<file path="config.mk">
export PLATFORM = sky130hd
export DESIGN_NAME = slider_move_tracker
export DESIGN_NICKNAME = d
export VERILOG_FILES = /design/src/rtl/slider_move_tracker.sv
export SDC_FILE = /design/constraint.sdc
export NUM_CORES = 1
export LEC_CHECK = 0
export CORE_MARGIN = 3
export CORE_UTILIZATION = 63
export DETAILED_ROUTE_END_ITERATION = 12
export PLACE_DENSITY = 0.95
export SLEW_MARGIN = 20
export SYNTH_ARGS = -nofsm -noshare
export SYNTH_HDL_FRONTEND = slang
export SYNTH_SLANG_ARGS = --single-unit
</file>
<file path="constraint.sdc">
create_clock -name clk -period 11.2 [get_ports clk]
set_input_delay 2.24 -clock clk [delete_from_list [all_inputs] [get_ports clk]]
set_output_delay 2.24 -clock clk [all_outputs]
set_load 0.05 [all_outputs]
</file>
<file path="src/rtl/slider_move_tracker.sv">
// Decodes successive 3x3 sliding-puzzle snapshots into blank-move directions,
// flags illegal steps, and keeps a circular LIFO of moves for undo requests.
module slider_move_tracker #(
    parameter int DEPTH = 16,
    parameter int CNT_W = 16
) (
    input  logic                     clk,
    input  logic                     rst_n,
    input  logic                     board_vld,
    input  logic [35:0]              board,
    input  logic                     resync,
    output logic                     move_vld,
    output logic [1:0]               move_dir,
    output logic                     illegal,
    input  logic                     undo_req,
    output logic                     undo_ack,
    output logic [1:0]               undo_dir,
    output logic                     undo_err,
    output logic [$clog2(DEPTH):0]   depth,
    output logic [CNT_W-1:0]         move_cnt,
    output logic                     solved
);
    localparam int AW = $clog2(DEPTH);
    localparam logic [AW:0] DEPTH_MAX = (AW+1)'(DEPTH);
    localparam logic [35:0] SOLVED_BOARD = 36'h876543210;

    typedef enum logic [1:0] {NOREF, TRACK, ERROR} state_e;

    state_e            state_q, state_d;
    logic [35:0]       ref_q, ref_d;
    logic [1:0]        mem_q [DEPTH];
    logic [1:0]        mem_d [DEPTH];
    logic [AW-1:0]     ptr_q, ptr_d;
    logic [AW:0]       depth_q, depth_d;
    logic [CNT_W-1:0]  cnt_q, cnt_d;
    logic              pend_q, pend_d;
    logic [1:0]        pend_dir_q, pend_dir_d;
    logic              move_vld_q, move_vld_d, illegal_q, illegal_d;
    logic [1:0]        move_dir_q, move_dir_d, undo_dir_q, undo_dir_d;
    logic              undo_ack_q, undo_ack_d, undo_err_q, undo_err_d;
    logic              solved_q, solved_d;

    function automatic logic [1:0] row_of(input logic [3:0] i);
        return (i >= 4'd6) ? 2'd2 : (i >= 4'd3) ? 2'd1 : 2'd0;
    endfunction

    function automatic logic [1:0] col_of(input logic [3:0] i);
        return 2'(i - 4'(row_of(i)) * 4'd3);
    endfunction

    // Snapshot decode against the reference board
    logic [3:0] n_blank, n_diff, nb_idx, ob_idx;
    logic [1:0] ob_r, ob_c, nb_r, nb_c, dir;
    logic       same_row, same_col, adj, tile_ok, legal;

    always_comb begin
        n_blank = 4'd0;
        n_diff  = 4'd0;
        nb_idx  = 4'd0;
        ob_idx  = 4'd0;
        for (int i = 0; i < 9; i++) begin
            if (board[4*i +: 4] == 4'd0) begin
                n_blank = n_blank + 4'd1;
                nb_idx  = 4'(i);
            end
            if (ref_q[4*i +: 4] == 4'd0) ob_idx = 4'(i);
            if (board[4*i +: 4] != ref_q[4*i +: 4]) n_diff = n_diff + 4'd1;
        end
        ob_r     = row_of(ob_idx);
        ob_c     = col_of(ob_idx);
        nb_r     = row_of(nb_idx);
        nb_c     = col_of(nb_idx);
        same_row = (ob_r == nb_r);
        same_col = (ob_c == nb_c);
        adj      = (same_row && (nb_c == ob_c + 2'd1 || ob_c == nb_c + 2'd1)) ||
                   (same_col && (nb_r == ob_r + 2'd1 || ob_r == nb_r + 2'd1));
        tile_ok  = (board[{ob_idx, 2'b00} +: 4] == ref_q[{nb_idx, 2'b00} +: 4]);
        // With exactly two differing cells, these checks pin them to the two blank cells
        legal    = (n_blank == 4'd1) && (n_diff == 4'd2) && adj && tile_ok;
        dir      = same_row ? ((nb_c > ob_c) ? 2'd1 : 2'd0)
                            : ((nb_r > ob_r) ? 2'd3 : 2'd2);
    end

    logic push;

    always_comb begin
        state_d    = state_q;
        ref_d      = ref_q;
        mem_d      = mem_q;
        ptr_d      = ptr_q;
        depth_d    = depth_q;
        cnt_d      = cnt_q;
        pend_d     = pend_q;
        pend_dir_d = pend_dir_q;
        move_vld_d = 1'b0;
        move_dir_d = 2'd0;
        illegal_d  = illegal_q;
        undo_ack_d = 1'b0;
        undo_dir_d = 2'd0;
        undo_err_d = 1'b0;
        push       = 1'b0;
        if (resync) begin
            state_d   = NOREF;
            ptr_d     = '0;
            depth_d   = '0;
            cnt_d     = '0;
            illegal_d = 1'b0;
            pend_d    = 1'b0;
        end else begin
            if (board_vld) begin
                case (state_q)
                    NOREF: begin
                        ref_d   = board;
                        state_d = TRACK;
                    end
                    TRACK: begin
                        if (n_diff != 4'd0) begin
                            if (legal) begin
                                move_vld_d = 1'b1;
                                move_dir_d = dir;
                                ref_d      = board;
                                if (cnt_q != '1) cnt_d = cnt_q + 1'b1;
                                // The move that carries out an undo is not logged again
                                push   = !(pend_q && dir == pend_dir_q);
                                pend_d = 1'b0;
                            end else begin
                                illegal_d = 1'b1;
                                state_d   = ERROR;
                                pend_d    = 1'b0;
                            end
                        end
                    end
                    default: ;
                endcase
            end
            if (push) begin
                mem_d[ptr_q] = dir;
                ptr_d        = ptr_q + 1'b1;
                if (depth_q != DEPTH_MAX) depth_d = depth_q + 1'b1;
            end
            // The ack cycle itself is skipped so a still-high req is not served twice
            if (undo_req && !push && !undo_ack_q) begin
                undo_ack_d = 1'b1;
                if (depth_q != '0 && state_q != ERROR) begin
                    undo_dir_d = mem_q[ptr_q - 1'b1] ^ 2'd1;
                    ptr_d      = ptr_q - 1'b1;
                    depth_d    = depth_q - 1'b1;
                    pend_d     = 1'b1;
                    pend_dir_d = undo_dir_d;
                end else begin
                    undo_err_d = 1'b1;
                end
            end
        end
        solved_d = (state_d == TRACK) && (ref_d == SOLVED_BOARD);
    end

    always_ff @(posedge clk or negedge rst_n) begin
        if (!rst_n) begin
            state_q    <= NOREF;
            ref_q      <= '0;
            for (int i = 0; i < DEPTH; i++) mem_q[i] <= 2'd0;
            ptr_q      <= '0;
            depth_q    <= '0;
            cnt_q      <= '0;
            pend_q     <= 1'b0;
            pend_dir_q <= 2'd0;
            move_vld_q <= 1'b0;
            move_dir_q <= 2'd0;
            illegal_q  <= 1'b0;
            undo_ack_q <= 1'b0;
            undo_dir_q <= 2'd0;
            undo_err_q <= 1'b0;
            solved_q   <= 1'b0;
        end else begin
            state_q    <= state_d;
            ref_q      <= ref_d;
            mem_q      <= mem_d;
            ptr_q      <= ptr_d;
            depth_q    <= depth_d;
            cnt_q      <= cnt_d;
            pend_q     <= pend_d;
            pend_dir_q <= pend_dir_d;
            move_vld_q <= move_vld_d;
            move_dir_q <= move_dir_d;
            illegal_q  <= illegal_d;
            undo_ack_q <= undo_ack_d;
            undo_dir_q <= undo_dir_d;
            undo_err_q <= undo_err_d;
            solved_q   <= solved_d;
        end
    end

    assign move_vld = move_vld_q;
    assign move_dir = move_dir_q;
    assign illegal  = illegal_q;
    assign undo_ack = undo_ack_q;
    assign undo_dir = undo_dir_q;
    assign undo_err = undo_err_q;
    assign depth    = depth_q;
    assign move_cnt = cnt_q;
    assign solved   = solved_q;
endmodule

</file>
Yosys cells after proc, flatten, opt, wreduce, memory -nomap -nowiden
Index checks and enable logic that the tools add are counted.
{"block": "classes", "addsub": 27, "n_mul": 2, "order_cmp": 9, "eq_ne": 26, "n_shift": 2, "mux": 106, "n_bitwise": 4, "reduce_logical": 46}
{"op": "2-to-1 mux 36 bit", "n": 4}
{"op": "2-to-1 mux 4 bit", "n": 34}
{"op": "2-to-1 mux 16 bit", "n": 6}
{"op": "one-hot mux 36 bit (2 select lines)", "n": 1}
{"op": "indexed part select 36 x 7 -> 4 bit", "n": 2}
{"op": "adder 4 x 1 -> 4 bit (second input constant)", "n": 17}
{"op": "zero test 4 bit", "n": 17}
{"op": "== test 36 bit (second input constant)", "n": 1}
{"op": "2-to-1 mux 2 bit", "n": 18}
{"op": "inequality test 4 bit", "n": 9}
{"op": "2-to-1 mux 1 bit", "n": 34}
{"op": "bitwise mux 32 bit", "n": 1}
{"op": "2-to-1 mux 5 bit", "n": 5}
{"op": "adder 16 x 1 -> 16 bit (second input constant)", "n": 1}
{"op": "inequality test 16 bit (second input constant)", "n": 1}
{"op": "== test 2 bit", "n": 7}
{"op": "logical AND 1 bit", "n": 11}
{"op": "greater-or-equal comparator 5 bit (second input constant)", "n": 2}
{"op": "inverter 4 -> 5 bit", "n": 2}
{"op": "nonzero test 2 bit", "n": 5}
{"op": "adder 2 x 1 -> 2 bit (second input constant)", "n": 4}
{"op": "binary-select mux 2 bit (select 4 bit)", "n": 1}
{"op": "demux 2 bit (select 4 bit)", "n": 1}
{"op": "greater-or-equal comparator 4 x 2 -> 1 bit (second input constant)", "n": 2}
{"op": "other kinds (25)", "n": 36}
{"block": "word_totals", "reg_bits": 107, "in_bits": 41, "output_inout_bits": 30}

Depth between registers and ports, before layout
Gate-level depths: netlist (run 1).
{"block": "depth", "depth_word": 32, "mapped_depth": 35}

Worst setup path before layout (run 1)
Ideal clock, no wire load.
{"block": "synth_path", "path_type": "in2reg", "from": "in board[1]", "to": "reg mem_q[30] (netlist name)", "setup_ns": 0.128, "t_arrival_ns": 8.514, "t_required_ns": 11.072, "slack_ns": 2.558, "stages": 30, "n_path_buf": 0, "path_cell_list": "xnor2_1 and4_1 ha_1 xnor2_1 ha_1 and2_1 or2_2 ha_1 inv_1 o41a_1 nor2_1 ha_1 inv_1 o41a_1 a211oi_1 ha_1 nand2_1 nand2_1 ha_1 nor2_1 a31oi_1 ha_1 mux2i_1 a211oi_1 nand3_1 or4_4 a2111o_1 or3_4 nor3b_2 mux2_1"}
{"block": "synth_via", "elab_chain_cells": 28}
{"element": "start, declared", "line_no": "10", "rtl": "input logic [35:0] board,"}
{"element": "inequality test 4 bit or zero test 4 bit (tied branches)", "line_no": "67, 62"}
{"element": "2-to-1 mux 1 bit, on equally long branches", "line_no": "67, 62"}
{"element": "adder 4 x 1 -> 4 bit, on equally long branches", "line_no": "67, 63"}
{"element": "2-to-1 mux 4 bit, on equally long branches", "line_no": "67, 62"}
{"element": "adder 4 x 1 -> 4 bit, on equally long branches", "line_no": "67, 63"}
{"element": "2-to-1 mux 4 bit, on equally long branches", "line_no": "67, 62"}
{"element": "adder 4 x 1 -> 4 bit, on equally long branches", "line_no": "67, 63"}
{"element": "2-to-1 mux 4 bit, on equally long branches", "line_no": "67, 62"}
{"element": "(+10 left out)"}
{"element": "== test 4 x 2 -> 1 bit or == test 4 x 1 -> 1 bit (tied branches)", "line_no": "79", "rtl": "legal = (n_blank == 4'd1) && (n_diff == 4'd2) && adj && tile_ok;"}
{"element": "logical AND 1 bit (3 in series)", "line_no": "79"}
{"element": "2-to-1 mux 1 bit", "line_no": "118", "rtl": "if (legal) begin"}
{"element": "2-to-1 mux 1 bit (*)", "line_no": "117", "rtl": "if (n_diff != 4'd0) begin"}
{"element": "2-to-1 mux 1 bit (*)", "line_no": "111", "rtl": "case (state_q)"}
{"element": "2-to-1 mux 1 bit (*)", "line_no": "110", "rtl": "if (board_vld) begin"}
{"element": "2-to-1 mux 1 bit (*)", "line_no": "102", "rtl": "if (resync) begin"}
{"element": "AND reduction 2 bit (no source line) (*)"}
{"element": "end signal, assigned", "line_no": "178", "rtl": "mem_q <= mem_d;"}
{"element": "end, declared", "line_no": "31", "rtl": "logic [1:0] mem_q [DEPTH];"}
Every way passes the cells marked *; elsewhere a longest branch is shown, timed or not. The select of a mux whose other input is x is not followed.
A chain may end at the register's enable or synchronous reset.

Worst setup path in the final report (run 1)
{"block": "layout_path", "from": "in board[5]", "to": "reg mem_q[31] (netlist name)"}
{"block": "layout_via", "elab_chain_cells": 27}
{"element": "parallel branches: the longest is 27 deep, another holds adder 4 x 1 -> 4 bit"}
Several ways; the timed one is not identified. The select of a mux whose other input is x is not followed.

==> key figures, run 1 <==
Pwr
  – Maximum VDD drop: 0.2520 mV
  – Power share of the combinational group: 0.676
  – P_sw: 1.490 mW
  – Seq pwr share: 0.215
  – Leak: 3.931 nW
  – Power Density: 311.7 nW/um2
  – Clock power share: 0.109
  – Internal Pwr Total: 1.436 mW
  – Total chip power: 2.925 mW
  – Switching fraction of total power: 0.5093

Route
  – Residual DRC: 0
  – Routed WL: 23.68 mm
  – Vias per cell: 6.838
  – DRT iter0 DRCs: 829
  – Via count: 7,392
  – Routed Antenna Nets: 0
  – Wire per inst: 21.90 um
  – Initial DRT Pass Iterations: 7

Setup path
  – Delay of the slowest cell on the worst path: 0.58 ns
  – Worst Path Arrival: 9.87 ns
  – Cell repeated most along the worst path: ha_1
  – FF-to-FF path depth: 31
  – R2r startpoint: ref_q[4]$_DFF_PN0_
  – Crit path max-delay cell type: or4_4
  – Critical Path Source Type: input port
  – Flop2flop setup slack: 3.49 ns
  – CP endpoint kind: flip-flop
  – CP Class: in2reg
  – Crit Path Max Fanout: 6
  – CP Capture Point: mem_q[31]$_DFFE_PN0P_
  – Setup crit start: board[5]
  – RR Endpoint: mem_q[31]$_DFFE_PN0P_
  – Crit path required time: 11.43 ns

Clock network
  – Clock transition at path regs: 0.08 ns
  – CTS resizes: 0
  – CTS tree: yes
  – Num CTS Buffers: 9
  – Clk Tree Root Cell: clkbuf_16
  – Post-CTS Setup Inserts: 0
  – Worst-skew pair later-pin latency: 0.37 ns
  – Clock buffer depth: 2
  – H-tree Lvls: 3
  – Hold-fix buffers at CTS: 0
  – Sink Count: 107

Layout
  – Util after Layout: 0.7377
  – Post-route insts no fill: 1,081
  – Nets: 975
  – Ant. Diodes: 0
  – Area growth, synth to finish: 13.67%
  – Share of post-route cells with drive strength above 1: 0.1408
  – # fillers: 892

Synthesis
  – Netlist Area Pre-Place: 8257 um2
  – Top_reg_cell synth: dfrtp_1
  – Seq cells post-synth: 107
  – Synth unique cells: 80
  – Async S/R FF share, synth: 1.000
  – Syn_area_per_cell: 9.714 um2
  – Sequential share of the synthesized area: 0.3243
  – Post-Synthesis Cells: 850
  – Number of synthesized flops with an enable pin: 0
  – Yosys Warn Count: 0
  – Syn_nets: 921

Die
  – Die Ht: 120.5 um
  – Die area: 14,520 um2
  – Core ar.: 12,720 um2
  – Die width: 120.5 um
  – Ports: 71
  – # rows: 41
  – Initial Utilization: 0.6490

Placement
  – # port buffers: 70
  – GPL Wtd Cong: 1.005
  – Worst slack, placed: 1.376 ns
  – DP HPWL: 17.24 mm
  – Cells after DPL: 1,065

Timing
  – Max-slew violation count: 0
  – Max Fclk: 103.8 MHz
  – Endpoints failing setup: 0
  – Final WS setup: 1.565 ns
  – RSZ-0062 raised after global routing: no
  – Rel. slew slack: 0.2446
  – Sum Neg Setup Slack: 0 ns
  – Worst slew pin tran: 1.123 ns
  – Clock Skew: 0.01976 ns
  – Tmin final: 9.635 ns
  – Final hold viol count: 0
  – Final period util: 0.8603

Global routing
  – First-pass GRT wire length: 37.81 mm
  – Total grt overflow: 0
  – Initial antenna violation count: 0
  – Total Routing Usage GR: 0.3299
  – Largest net degree at the start of global routing: 83
  – Vias in the first global route: 7,195

Run
  – Max capacitance violation total: 0

Hold path
  – Worst Hold Class: reg2reg

Run status
  – Status: finished, final reports clean
## worst max-delay path, delay by kind of cell
family | cells | cell delay, ns
adder cells (fa/ha/maj) | 7 | 2.05
multiplexers | 2 | 0.52
AO/OA/AOI/OAI | 6 | 1.40
XOR/XNOR | 2 | 0.54
buffers and inverters | 4 | 0.73
AND/OR/NAND/NOR | 11 | 2.36
## layer usage
layer,vias to the layer above,global-route usage,routed length (um)
li1,3265,-,-
met1,3551,0.4259,9438
met2,465,0.5285,11030
met3,111,0.07250,2003
met4,0,0.1586,1200
met5,-,0,0
## power groups by stage
stage	registers, mW	clock network [mW]	logic, mW
global route	0.637	0.336	2.13
CTS	0.619	0.323	1.92
detailed placement	0.626	0	1.89
floorplan	0.586	0	1.48
global placement	0.621	0	1.83
finish	0.629	0.318	1.98
## sequential cells by signal (all words and copies together), names as in the netlist, 2 cells and up
| signal | flops |
|---|---|
| ref_q | 36 |
| mem_q | 32 |
| move_cnt | 16 |
| depth | 5 |
| ptr_q | 4 |
| move_dir | 2 |
| pend_dir_q | 2 |
| state_q | 2 |
| undo_dir | 2 |
## cells by family after synthesis
logic type                 synth area share
AOI/OAI and AO/OA                    0.1155
DFF                                  0.3243
muxes                                0.1579
xor gates and xnor gates             0.1118
adders and majority gates           0.04546
buffers and inverters               0.03061
and+or+nand+nor                      0.2144
## through the flow
step | hold slack [ns] | instance area [um2]
global placement | 0.4614 | 9085
global route | 0.5238 | 9385
floorplan | 0.4524 | 8257
CTS | 0.4992 | 9382
detailed placement | 0.4809 | 9085
finish | 0.4965 | 9385
## final cells by class
| type | instances | area [um2] | area share |
|---|---|---|---|
| Clock buffer | 10 | 229.0 | 0.02440 |
| Clock inverter | 6 | 67.56 | 0.007199 |
| Inverter | 29 | 108.9 | 0.01160 |
| Multi-Input combinational cell | 680 | 5336 | 0.5686 |
| Sequential cell | 107 | 2678 | 0.2853 |
| Tap cell | 172 | 215.2 | 0.02293 |
| Timing Repair Buffer | 77 | 750.7 | 0.07999 |
## cell usage in the layout (no fill, tap or decap), types with 6 or more instances in the layout
master | synthesis | final
dfrtp_1 | 107 | 107
nand3_1 | 29 | 29
clkdlybuf4s50_1 | 0 | 69
xnor2_1 | 46 | 46
and2_1 | 8 | 8
ha_1 | 30 | 30
o22ai_1 | 8 | 8
nor2_1 | 62 | 62
o21ai_0 | 18 | 18
or4_1 | 21 | 21
a21oi_1 | 19 | 19
mux4_2 | 9 | 9
nor4_1 | 21 | 20
xor2_1 | 40 | 40
nand2_1 | 68 | 68
or3_1 | 7 | 7
a31oi_1 | 6 | 6
mux2i_1 | 29 | 29
nand2b_1 | 8 | 8
nor3_1 | 20 | 20
mux2_2 | 67 | 67
inv_1 | 29 | 29
nand4_1 | 20 | 20
clkbuf_16 | 0 | 9
a211oi_1 | 13 | 13
buf_4 | 2 | 8
nor2b_1 | 14 | 14
and3_1 | 10 | 10
## how the worst min path moves through the flow
stage	startpoint	endpoint	slack, ns	cells past startpoint
2_1_floorplan	mem_q[29]$_DFFE_PN0P_	mem_q[29]$_DFFE_PN0P_	0.45	1
3_3_place_gp	mem_q[29]$_DFFE_PN0P_	mem_q[29]$_DFFE_PN0P_	0.46	1
3_5_place_dp	mem_q[29]$_DFFE_PN0P_	mem_q[29]$_DFFE_PN0P_	0.48	1
4_1_cts	mem_q[29]$_DFFE_PN0P_	mem_q[29]$_DFFE_PN0P_	0.50	1
5_1_grt	mem_q[10]$_DFFE_PN0P_	mem_q[10]$_DFFE_PN0P_	0.52	1
6_report	mem_q[27]$_DFFE_PN0P_	mem_q[27]$_DFFE_PN0P_	0.50	1
## cell usage after synthesis (all sizes together) (3+ instances only)
cell    instances  share of area
a211oi         13          0.012
a21o            4         0.0036
a21oi          20          0.013
a221oi          4         0.0042
a31oi           6         0.0045
a41oi           5         0.0062
and2            8         0.0061
and3           10         0.0076
and4            5         0.0053
buf            10         0.0065
clkbuf         24          0.011
dfrtp         107           0.32
ha             30          0.045
inv            29          0.013
mux2           72          0.098
mux2i          29          0.035
mux4            9          0.025
nand2          68          0.031
nand2b          8         0.0061
nand3          29          0.018
nand4          20          0.015
nand4b          3         0.0032
nor2           62          0.028
nor2b          14          0.011
nor3           20          0.012
nor4           28          0.030
o211ai          5         0.0045
o21a            3         0.0027
o21ai          22          0.013
o221ai          3         0.0032
o22ai           9         0.0076
o311ai          4         0.0052
o31ai           5         0.0062
o32ai           3         0.0032
o41a            3         0.0041
o41ai           3         0.0032
or2             6         0.0045
or3             8         0.0067
or4            23          0.022
xnor2          48          0.055
xnor3           4          0.011
xor2           40          0.042
(Power assumes the default switching activity.)
==> inputs of run 2 (changes only) <==
- CTS_BUF_LIST: not set -> sky130_fd_sc_hd__clkbuf_4
==> run 2 against run 1 <==
Effect of this change:
- global-route usage down 0.54 points
- sequential share of layout area up 0.46 points
- worst hold slack better by 0.025 ns
- largest cell class unchanged
- die area unchanged
- utilization down 1.2 points
- setup slack better by 0.24 ns
- clock-buffer cell count unchanged
==> key figures, run 2 (synthesis results as in run 1) <==
Die
  – # rows: 41
  – Die Ht: 120.5 um
  – Die width: 120.5 um
  – Initial Utilization: 0.6490
  – Die area: 14,520 um2
  – Core ar.: 12,720 um2
  – Ports: 71

Setup path
  – Critical Path Source Type: input port
  – FF-to-FF path depth: 31
  – RR Endpoint: mem_q[31]$_DFFE_PN0P_
  – CP endpoint kind: flip-flop
  – Flop2flop setup slack: 3.53 ns
  – Crit Path Max Fanout: 6
  – R2r startpoint: ref_q[4]$_DFF_PN0_
  – Worst Path Arrival: 9.81 ns
  – Crit path max-delay cell type: or4_4
  – CP Class: in2reg
  – Crit path required time: 11.61 ns
  – Cell repeated most along the worst path: ha_1
  – Delay of the slowest cell on the worst path: 0.58 ns

Clock network
  – Clk Tree Root Cell: clkbuf_4
  – Worst-skew pair later-pin latency: 0.54 ns
  – Hold-fix buffers at CTS: 0
  – CTS resizes: 0
  – Num CTS Buffers: 9
  – Sink Count: 107
  – H-tree Lvls: 3
  – Clock buffer depth: 2
  – Clock transition at path regs: 0.18 ns
  – CTS tree: yes
  – Post-CTS Setup Inserts: 0

Route
  – Wire per inst: 21.37 um
  – Via count: 7,325
  – Residual DRC: 0
  – Vias per cell: 6.764
  – DRT iter0 DRCs: 734
  – Initial DRT Pass Iterations: 6
  – Routed Antenna Nets: 0
  – Routed WL: 23.15 mm

Layout
  – Area growth, synth to finish: 11.87%
  – Biggest register: ref_q
  – Util after Layout: 0.7260
  – Nets: 975
  – Max reg flops: 36
  – Commonest cells after routing, fill and taps aside: dfrtp_1 (107), clkdlybuf4s50_1 (69), nand2_1 (68), mux2_2 (67), nor2_1 (62)
  – Share of post-route cells with drive strength above 1: 0.1419
  – Commonest non-fill, non-tap cell in the layout: dfrtp_1

Timing
  – RSZ-0062 raised after global routing: no
  – Endpoints failing setup: 0
  – Final period util: 0.8393
  – Sum Neg Setup Slack: 0 ns
  – Rel. slew slack: 0.2325
  – Max Fclk: 106.4 MHz
  – Tmin final: 9.400 ns
  – Worst slew pin tran: 1.141 ns
  – Final hold viol count: 0
  – Clock Skew: 0.05199 ns
  – Max-slew violation count: 0

Hold path
  – WHS Endpoint: mem_q[29]$_DFFE_PN0P_
  – Worst hold stages: 1
  – Worst Hold Class: reg2reg
  – Min-delay src: mem_q[29]$_DFFE_PN0P_

Global routing
  – Largest net degree at the start of global routing: 83
  – Total grt overflow: 0
  – Initial antenna violation count: 2
  – First-pass GRT wire length: 37.24 mm
  – Vias in the first global route: 7,123
  – Total Routing Usage GR: 0.3245

Pwr
  – Power Density: 303.3 nW/um2
  – Leak: 3.865 nW
  – Maximum VDD drop: 0.2692 mV

Run
  – Max capacitance violation total: 0

Placement
  – # port buffers: 70
  – DP HPWL: 17.24 mm
  – GPL Wtd Cong: 1.005

Run status
  – Status: finished, final reports clean
## run 2: changes by cell type in the layout (fill, tap and decap cells not counted)
cell	previous run	this run
clkbuf_4	0	10
clkbuf_16	9	0
clkbuf_1	1	0
diode_2	0	2
## run 2: stage by stage
| stage | cell area (um2) | setup slack [ns] | instances | hold WS, ns | power [mW] |
|---|---|---|---|---|---|
| floorplan | 8257 | 2.558 | 850 | 0.4524 | 2.070 |
| global placement | 9085 | 1.630 | 1065 | 0.4614 | 2.453 |
| detailed placement | 9085 | 1.376 | 1065 | 0.4809 | 2.521 |
| CTS | 9228 | 1.905 | 1081 | 0.5145 | 2.738 |
| global route | 9236 | 1.394 | 1083 | 0.5427 | 2.977 |
| finish | 9236 | 1.800 | 1083 | 0.5218 | 2.802 |
## run 2: layout make-up
type,instances,area (um2)
multi-input combinational,680,5336
tap,172,215.2
inverter,29,108.9
antenna,2,5.005
fill,913,3486
clock inverter,6,67.56
timing repair buffer,77,750.7
clock buffer,10,75.07
sequential,107,2678
## run 2: how the worst max path moves through the flow
stage               cells past startpoint  slack (ns)     start               endpoint
detailed placement                     32        1.38  board[5]  mem_q[30]$_DFFE_PN0P_
global route                           32        1.39  board[5]  mem_q[11]$_DFFE_PN0P_
CTS                                    32        1.90  board[4]  mem_q[31]$_DFFE_PN0P_
finish                                 32        1.80  board[5]  mem_q[31]$_DFFE_PN0P_
global placement                       32        1.63  board[4]  mem_q[31]$_DFFE_PN0P_
floorplan                              30        2.56  board[1]  mem_q[30]$_DFFE_PN0P_
## run 2: power breakdown
| group | internal [mW] | switching [mW] | total, mW |
|---|---|---|---|
| logic | 0.809 | 1.16 | 1.97 |
| clock network | 0.0542 | 0.150 | 0.204 |
| registers | 0.468 | 0.161 | 0.629 |
| total | 1.33 | 1.47 | 2.80 |
## run 2: critical path: cells and delay by family
kind                       cells  cell delay, ns
AOI/OAI and AO/OA              6            1.38
xor gates and xnor gates       2            0.53
adders and majority gates      7            2.05
buffers and inverters          4            0.73
muxes                          2            0.51
and+or+nand+nor               11            2.36
## run 2: routing by layer
layer | wire (um) | track usage | up-vias
li1 | - | - | 3283
met1 | 9364 | 0.4235 | 3529
met2 | 10750 | 0.5155 | 414
met3 | 1891 | 0.06922 | 99
met4 | 1138 | 0.1572 | 0
met5 | 0 | 0 | -
